### config.mk
export PLATFORM = sky130hd
export DESIGN_NAME = div_seq_ctrl
export DESIGN_NICKNAME = d
export VERILOG_FILES = /design/src/rtl/div_seq_ctrl.sv
export SDC_FILE = /design/constraint.sdc
export NUM_CORES = 1
export LEC_CHECK = 0
export ABC_AREA = 1
export CORE_MARGIN = 2
export CORE_UTILIZATION = 60
export DETAILED_ROUTE_END_ITERATION = 6
export PLACE_DENSITY = 0.78
export SYNTH_ARGS = -nofsm -noshare
export SYNTH_HDL_FRONTEND = slang
export SYNTH_SLANG_ARGS = --single-unit
export TNS_END_PERCENT = 5
### constraint.sdc
create_clock -name clk -period 7.8 [get_ports clk]
set_clock_uncertainty 0.1 [all_clocks]
set_input_delay 1.17 -clock clk [delete_from_list [all_inputs] [get_ports clk]]
set_output_delay 1.17 -clock clk [all_outputs]
set_load 0.005 [all_outputs]
### src/rtl/div_seq_ctrl.sv
// rtl/div_seq_ctrl.sv - table-driven frequency-step sequencer with embedded toggle divider (optional DIV_SEQ_LOOP_EN)
module div_seq_ctrl #(
    parameter int DEPTH = 8,
    parameter int AW    = 3,
    parameter int DUR_W = 16
) (
    input  logic             clk,
    input  logic             rst_n,
    input  logic             wr_en,
    input  logic [AW-1:0]    wr_addr,
    input  logic [31:0]      wr_div,
    input  logic [DUR_W-1:0] wr_dur,
    input  logic [AW:0]      len,
    input  logic             start,
    input  logic             stop,
`ifdef DIV_SEQ_LOOP_EN
    input  logic             loop,
`endif
    output logic             div_out,
    output logic             busy,
    output logic             done,
    output logic [AW-1:0]    cur_idx
);

    localparam logic [1:0] S_IDLE = 2'd0;
    localparam logic [1:0] S_LOAD = 2'd1;
    localparam logic [1:0] S_RUN  = 2'd2;

    logic [1:0]       state;
    logic [31:0]      tbl_div [DEPTH];
    logic [DUR_W-1:0] tbl_dur [DEPTH];
    logic [31:0]      div_reg;
    logic [DUR_W-1:0] dur_reg;
    logic [31:0]      cnt;
    logic [DUR_W-1:0] tog_cnt;
    logic [AW:0]      len_reg;
`ifdef DIV_SEQ_LOOP_EN
    logic             loop_reg;
`endif

    logic [DUR_W-1:0] dur_tgt;
    logic             last_tog;
    logic             last_idx;

    // A zero duration still plays one toggle so every entry makes progress.
    assign dur_tgt  = (dur_reg == '0) ? DUR_W'(1) : dur_reg;
    assign last_tog = ((tog_cnt + DUR_W'(1)) == dur_tgt);
    assign last_idx = ({1'b0, cur_idx} == (len_reg - (AW+1)'(1)));
    assign busy     = (state != S_IDLE);

    always_ff @(posedge clk) begin
        if (!rst_n) begin
            for (int i = 0; i < DEPTH; i++) begin
                tbl_div[i] <= '0;
                tbl_dur[i] <= '0;
            end
        end else if (wr_en) begin
            tbl_div[wr_addr] <= wr_div;
            tbl_dur[wr_addr] <= wr_dur;
        end
    end

    always_ff @(posedge clk) begin
        if (!rst_n) begin
            state    <= S_IDLE;
            div_out  <= 1'b0;
            done     <= 1'b0;
            cur_idx  <= '0;
            div_reg  <= '0;
            dur_reg  <= '0;
            cnt      <= '0;
            tog_cnt  <= '0;
            len_reg  <= '0;
`ifdef DIV_SEQ_LOOP_EN
            loop_reg <= 1'b0;
`endif
        end else begin
            done <= 1'b0;
            if (stop) begin
                state   <= S_IDLE;
                div_out <= 1'b0;
            end else begin
                case (state)
                    S_IDLE: begin
                        if (start) begin
                            div_out <= 1'b0;
                            len_reg <= len;
`ifdef DIV_SEQ_LOOP_EN
                            loop_reg <= loop;
`endif
                            if (len != '0) begin
                                state   <= S_LOAD;
                                cur_idx <= '0;
                            end else begin
                                done <= 1'b1;
                            end
                        end
                    end
                    S_LOAD: begin
                        // Table is read before any same-edge write lands.
                        div_reg <= tbl_div[cur_idx];
                        dur_reg <= tbl_dur[cur_idx];
                        cnt     <= '0;
                        tog_cnt <= '0;
                        state   <= S_RUN;
                    end
                    S_RUN: begin
                        if (cnt >= div_reg) begin
                            div_out <= ~div_out;
                            cnt     <= '0;
                            tog_cnt <= tog_cnt + DUR_W'(1);
                            if (last_tog) begin
                                if (last_idx) begin
                                    done <= 1'b1;
`ifdef DIV_SEQ_LOOP_EN
                                    if (loop_reg) begin
                                        cur_idx <= '0;
                                        state   <= S_LOAD;
                                    end else begin
                                        state <= S_IDLE;
                                    end
`else
                                    state <= S_IDLE;
`endif
                                end else begin
                                    cur_idx <= cur_idx + AW'(1);
                                    state   <= S_LOAD;
                                end
                            end
                        end else begin
                            cnt <= cnt + 32'd1;
                        end
                    end
                    default: state <= S_IDLE;
                endcase
            end
        end
    end

endmodule

==> impl_metrics.tcl, run 1 <==
set metrics [dict create \
    status "complete, no violations" \
    end_kind "flip-flop" \
    final_cell_mix "nor2_1 (671), edfxtp_1 (384), o21ai_0 (309)" \
    hold_path_depth 2 \
    design_area_um2 24790 \
    cts_buffers 49 \
    diodes 0 \
    synthFlopType "edfxtp_1" \
    worstMarginPinSlew_ns 1.311 \
    cts_setup_buffers 0 \
    row_count 70 \
    holdCritStartpoint "div_out" \
    io_pins 66 \
    drc 0 \
    netlist_area_um2 22280 \
    yosysSeqAreaShare 0.6137 \
    ir_worst_vdd_uv 168.6 \
    post-route-period-util 0.5192 \
    min_path_type "flip-flop to flip-flop" \
    ctsResizeCount 0 \
    drive_gt1_frac 0.05810 \
    worstSetupStartpointType "input pin" \
    core_um2 36610 \
    avgSynthCellArea_um2 9.607 \
    largestRegisters "tbl_div x256, tbl_dur x128" \
    clockRootBuffer "clkbuf_16" \
    cts.sinks 491 \
    ctsHoldBuffers 0 \
    powerDensity_nw_per_um2 240.6 \
    placed_area_um2 23180 \
    ys_warn_count 0 \
    htreeDepth 2 \
    fin_util 0.6772 \
    holdWs_ns 0.4034 \
    worstSetupPathType "input pin to flip-flop" \
    top_register "tbl_div" \
    synth_cell_types 39 \
    die-area_um2 38690 \
    fmax_mhz 246.9 \
    r2r_start "cur_idx[0]" \
    fin_nets 2418 \
    grt_pass1_vias 16670 \
    power_mw 5.964 \
    clkTransAtPathRegs_ns 0.06 \
    maxSlewHeadroom 0.1228 \
    largest_reg_flops 256 \
    crit_path_cell_trace "clkdlybuf4s50_1 > nand2_1 > nor2_1 > nand2_2 > nand2_2" \
    synth_edf_count 384 \
    clock_latency_ns 0.59 \
    ant_nets 0 \
    critPathArrivalTime_ns 4.14 \
    grt-ovfl-total 0 \
    worstPathRequired_ns 7.89 \
    min_period_ns 4.050 \
    grt_max_degree 102 \
    io_buffers 65 \
    avgViaCountPerCell 6.080 \
    dpl.hpwl_um 34410 \
    wl_um 57380 \
    cap_viol_max_count 0 \
    reg2reg_setup_slack_ns 4.42 \
    cp_slowest_cell "nand2_2" \
    setup_viol 0 \
    final_common_cell "nor2_1" \
    min_to "div_out" \
    worst-path-max-fanout 49 \
    die_x_um 196.7 \
    finalMaxSlewViolations 0 \
    async_flop_share 0 \
    cp_slowest_stage_delay_ns 1.23 \
    gp_congestion 0.9425 \
    first_iter_violations 2040 \
    leakage_nw 9.294 \
    final_hold_viol_count 0 \
    grt_pass1_wl_um 89130 \
    rsz0062_at_grt "false" \
    ys_ff_latch 491 \
    synthCells 2319 \
    worst_slack_ns 3.750 \
    cts_tree "yes" \
    grt_antenna_before_repair 0 \
    syn_nets 2420 \
    ff2ff_path_depth 6 \
    cpMostUsedCell "nand2_2" \
    clock_path_buffers 3 \
    syn_to_final_growth_pct 11.28 \
    grtUsageTotal 0.3004 \
    setup_tns_ns 0 \
    start_util 0.6085 \
    r2r_end "dur_reg[0]" \
    final_cells 2826 \
    place_ws_ns 3.182 \
    drt-pass1-iter-count 6 \
    fp.dieH_um 196.7 \
    wl_per_cell_um 20.30 \
    vias 17180 \
    dp_cells 2734 \
]
worst max-delay path by stage:
stage          slack (ns)   from             end
2_1_floorplan        4.11  rst_n   tbl_div[0][0]
3_3_place_gp         3.25  wr_en   tbl_div[2][5]
3_5_place_dp         3.18  wr_en  tbl_div[0][29]
4_1_cts              3.81  wr_en  tbl_dur[0][15]
5_1_grt              3.59  wr_en   tbl_div[0][7]
6_report             3.75  wr_en   tbl_div[0][7]
logic make-up (layout without fill, tap and decap cells):
kind of cell             count (synthesis)  count (layout)  synth area share
AO/OA/AOI/OAI                          505             505            0.1258
flip-flops                             491             491            0.6137
adder cells (fa/ha/maj)                 41              41           0.02303
buffers and inverters                  303             342           0.05150
XOR/XNOR                                33              33           0.01359
AND/OR/NAND/NOR                        946             946            0.1724
synth_stat cells, types with 2 or more instances:
| cell | number | area (µm²) |
|---|---|---|
| nor4_2 | 2 | 25.02 |
| nand3_2 | 2 | 20.02 |
| clkbuf_1 | 119 | 446.7 |
| o21bai_1 | 3 | 22.52 |
| xor2_1 | 24 | 210.2 |
| o21ai_0 | 309 | 1546 |
| nor2_1 | 672 | 2522 |
| nor4_1 | 2 | 12.51 |
| buf_1 | 10 | 37.54 |
| nand4_1 | 20 | 125.1 |
| ha_1 | 41 | 513.0 |
| o22ai_1 | 55 | 344.1 |
| xnor2_1 | 8 | 70.07 |
| a21oi_1 | 82 | 410.4 |
| nand2_2 | 6 | 37.54 |
| dfxtp_1 | 107 | 2142 |
| nand2_1 | 169 | 634.4 |
| a31oi_1 | 3 | 18.77 |
| buf_2 | 8 | 40.04 |
| nor2_2 | 6 | 37.54 |
| inv_1 | 164 | 615.6 |
| o21a_1 | 3 | 22.52 |
| nand3_1 | 36 | 180.2 |
| edfxtp_1 | 384 | 11530 |
| o221ai_1 | 48 | 420.4 |
| nor3_1 | 15 | 75.07 |
| nor3b_1 | 5 | 37.54 |
| nor2_4 | 4 | 45.04 |
| nand3b_1 | 2 | 15.01 |
report_power, final:
| group | switching, mW | total, mW | internal [mW] | leakage, nW |
|---|---|---|---|---|
| Clock | 0.999 | 2.36 | 1.36 | 0.786 |
| Combinational | 0.419 | 0.579 | 0.160 | 3.96 |
| Sequential | 0.0561 | 3.02 | 2.97 | 4.55 |
| Total | 1.47 | 5.96 | 4.49 | 9.29 |
final cells by class:
type                    instances  area (µm²)
fillers                      2760       11820
flip-flops and latches        491       13680
clock buffers                  69        1373
repair buffers                 84       788.3
inverters                     166       625.6
multi-input cells            1525        7506
well taps                     468       585.6
clock inverters                23       234.0
worst max-delay path, delay by kind of cell:
kind	cells	cell delay (ns)
simple gates	4	2.44
buf+inv	1	0.46
routing by layer:
metal  up-vias  routed length, µm  GRT usage
met1      8170              22140     0.4005
met3       146               5654    0.04654
li1       7930                  -          -
met2       937              27740     0.5024
met4         0               1841     0.1128
met5         -                  0          0
No activity file was read; power rests on OpenSTA's default activity.
==> run 2: changes to the inputs <==
- CORE_UTILIZATION: 60 -> 56
- PLACE_DENSITY: 0.78 -> 0.76
- clock period: 7.8 -> 3.7 ns (I/O delays scaled with it)
==> run 2 against run 1 <==
Sequential power rose by 110%. Via count up 1.1%. Sequential share of layout area shrank 0.79 points. Count of clock-buffer cells in the layout is 5 lower. Hold slack got worse by 0.013 ns. Critical path depth decreased by 3. Clock power is 110% higher. Core utilization down 4.0 points. Cell count is 2.8% higher. Highest routed layer unchanged.
==> impl_metrics.tcl, run 2 (synthesized netlist as in run 1, its figures left out) <==
set metrics [dict create \
    cts.sinks 491 \
    clockRootBuffer "clkbuf_16" \
    io_pins 66 \
    grt_max_degree 100 \
    worstSetupPathType "flip-flop to primary output" \
    diodes 0 \
    fin_nets 2440 \
    rsz0062_at_grt "false" \
    grt_pass1_vias 16950 \
    p_int_mw 9.502 \
    critPathArrivalTime_ns 2.23 \
    grt_antenna_before_repair 0 \
    sequentialPowerShare 0.504 \
    switching_share 0.2475 \
    gp_congestion 0.8632 \
    worstPathRequired_ns 3.04 \
    drive_gt1_frac 0.06641 \
    clkTransAtPathRegs_ns 0.06 \
    fp.dieH_um 203.5 \
    io_buffers 65 \
    end_kind "primary output" \
    avgViaCountPerCell 5.984 \
    syn_to_final_growth_pct 12.89 \
    cts_setup_buffers 0 \
    powerDensity_nw_per_um2 502.1 \
    top_register "tbl_div" \
    cp_slowest_cell "clkdlybuf4s50_1" \
    clock_path_buffers 3 \
    final_cell_mix "nor2_1 (671), edfxtp_1 (384), o21ai_0 (309)" \
    wl_per_cell_um 19.93 \
    ctsHoldBuffers 0 \
    fin_util 0.6374 \
    grtUsageTotal 0.2796 \
    grt-ovfl-total 0 \
    pwr-share-comb 0.101 \
    die_x_um 203.5 \
    dpl.hpwl_um 33970 \
    min_path_type "flip-flop to flip-flop" \
    ir_worst_vdd_uv 357.1 \
    first_iter_violations 1919 \
    pwr-share-clk 0.395 \
    cp_slowest_stage_delay_ns 0.59 \
    cap_viol_max_count 0 \
    worstSetupStartpointType "flip-flop" \
    drt-pass1-iter-count 5 \
    status "complete, no violations" \
    die-area_um2 41400 \
    final_common_cell "nor2_1" \
    drc 0 \
    wl_um 57890 \
    cts_buffers 50 \
    final_hold_viol_count 0 \
    worst-path-max-fanout 39 \
    row_count 73 \
    ctsResizeCount 0 \
    vias 17380 \
    largest_reg_flops 256 \
    crit_path_cell_trace "buf_4 > clkdlybuf4s50_1" \
    fmax_mhz 346.8 \
    clock_latency_ns 0.60 \
    largestRegisters "tbl_div x256, tbl_dur x128" \
    ant_nets 0 \
    fillers 3121 \
    core_um2 39460 \
    leakage_nw 9.450 \
    finalMaxSlewViolations 0 \
    cts_tree "yes" \
    post-route-period-util 0.7793 \
    start_util 0.5646 \
    htreeDepth 2 \
    multi_input_area_um2 7506 \
    maxSlewHeadroom 0.4285 \
    setup_viol 0 \
    p_sw_mw 3.125 \
    regArea_um2 13680 \
    grt_pass1_wl_um 90220 \
    setup_tns_ns 0 \
    worstMarginPinSlew_ns 0.8482 \
    min_period_ns 2.883 \
]
run 2: changes by cell type in the layout (fill, tap and decap cells not counted), moves of 2 or more:
cell and change:
clkinv_1 +5, clkbuf_16 +2, buf_4 +11, buf_12 +10, clkbuf_8 -3, clkbuf_1 -5, inv_6 +2
run 2: stage by stage:
step                      setup WS (ns)  instances  power [mW]  instance area, µm²  hold slack (ns)
after floorplan                  0.6230       2319       7.187               22280           0.3696
after global placement           0.9063       2812       7.660               23540           0.3778
after detailed placement         0.8415       2812       7.711               23540           0.3898
after CTS                        0.8200       2904       12.64               25150           0.3994
after global routing             0.6921       2904       13.03               25150           0.4460
final                            0.8166       2904       12.63               25150           0.3902
run 2: power by group through the flow:
stage | logic, mW | registers [mW] | clock network (mW)
after floorplan | 0.750 | 6.44 | 0
after detailed placement | 1.24 | 6.47 | 0
after global routing | 1.38 | 6.38 | 5.26
after global placement | 1.20 | 6.46 | 0
after CTS | 1.25 | 6.36 | 5.04
final | 1.28 | 6.36 | 4.99
run 2: layer usage:
| layer | track usage | share of wire |
|---|---|---|
| met3 | 0.03947 | 0.098 |
| met4 | 0.1017 | 0.026 |
| met2 | 0.4631 | 0.48 |
| met5 | 0 | 0 |
| met1 | 0.3786 | 0.40 |
run 2: worst paths after layout:
kind | startpoint | to | slack, ns | cells past startpoint
setup / recovery | cur_idx[0] | cur_idx[0] | 0.82 | 2
hold / removal | div_out | div_out | 0.39 | 2
setup reg to reg | cnt[17] | tog_cnt[8] | 0.96 | 13
hold reg to reg | div_out | div_out | 0.39 | 2
run 2: worst max-delay path: cells and delay by family, from the launching register on:
kind / cells / cell delay, ns
buffers and inverters: 2 / 1.04
flip-flops: 1 / 0.57
run 2: final cells by class:
class | count | area share
sequential | 491 | 0.5439
multi-input combinational | 1525 | 0.2984
clock buffer | 64 | 0.05438
timing repair buffer | 105 | 0.04259
tap | 525 | 0.02612
inverter | 166 | 0.02492
clock inverter | 28 | 0.009651
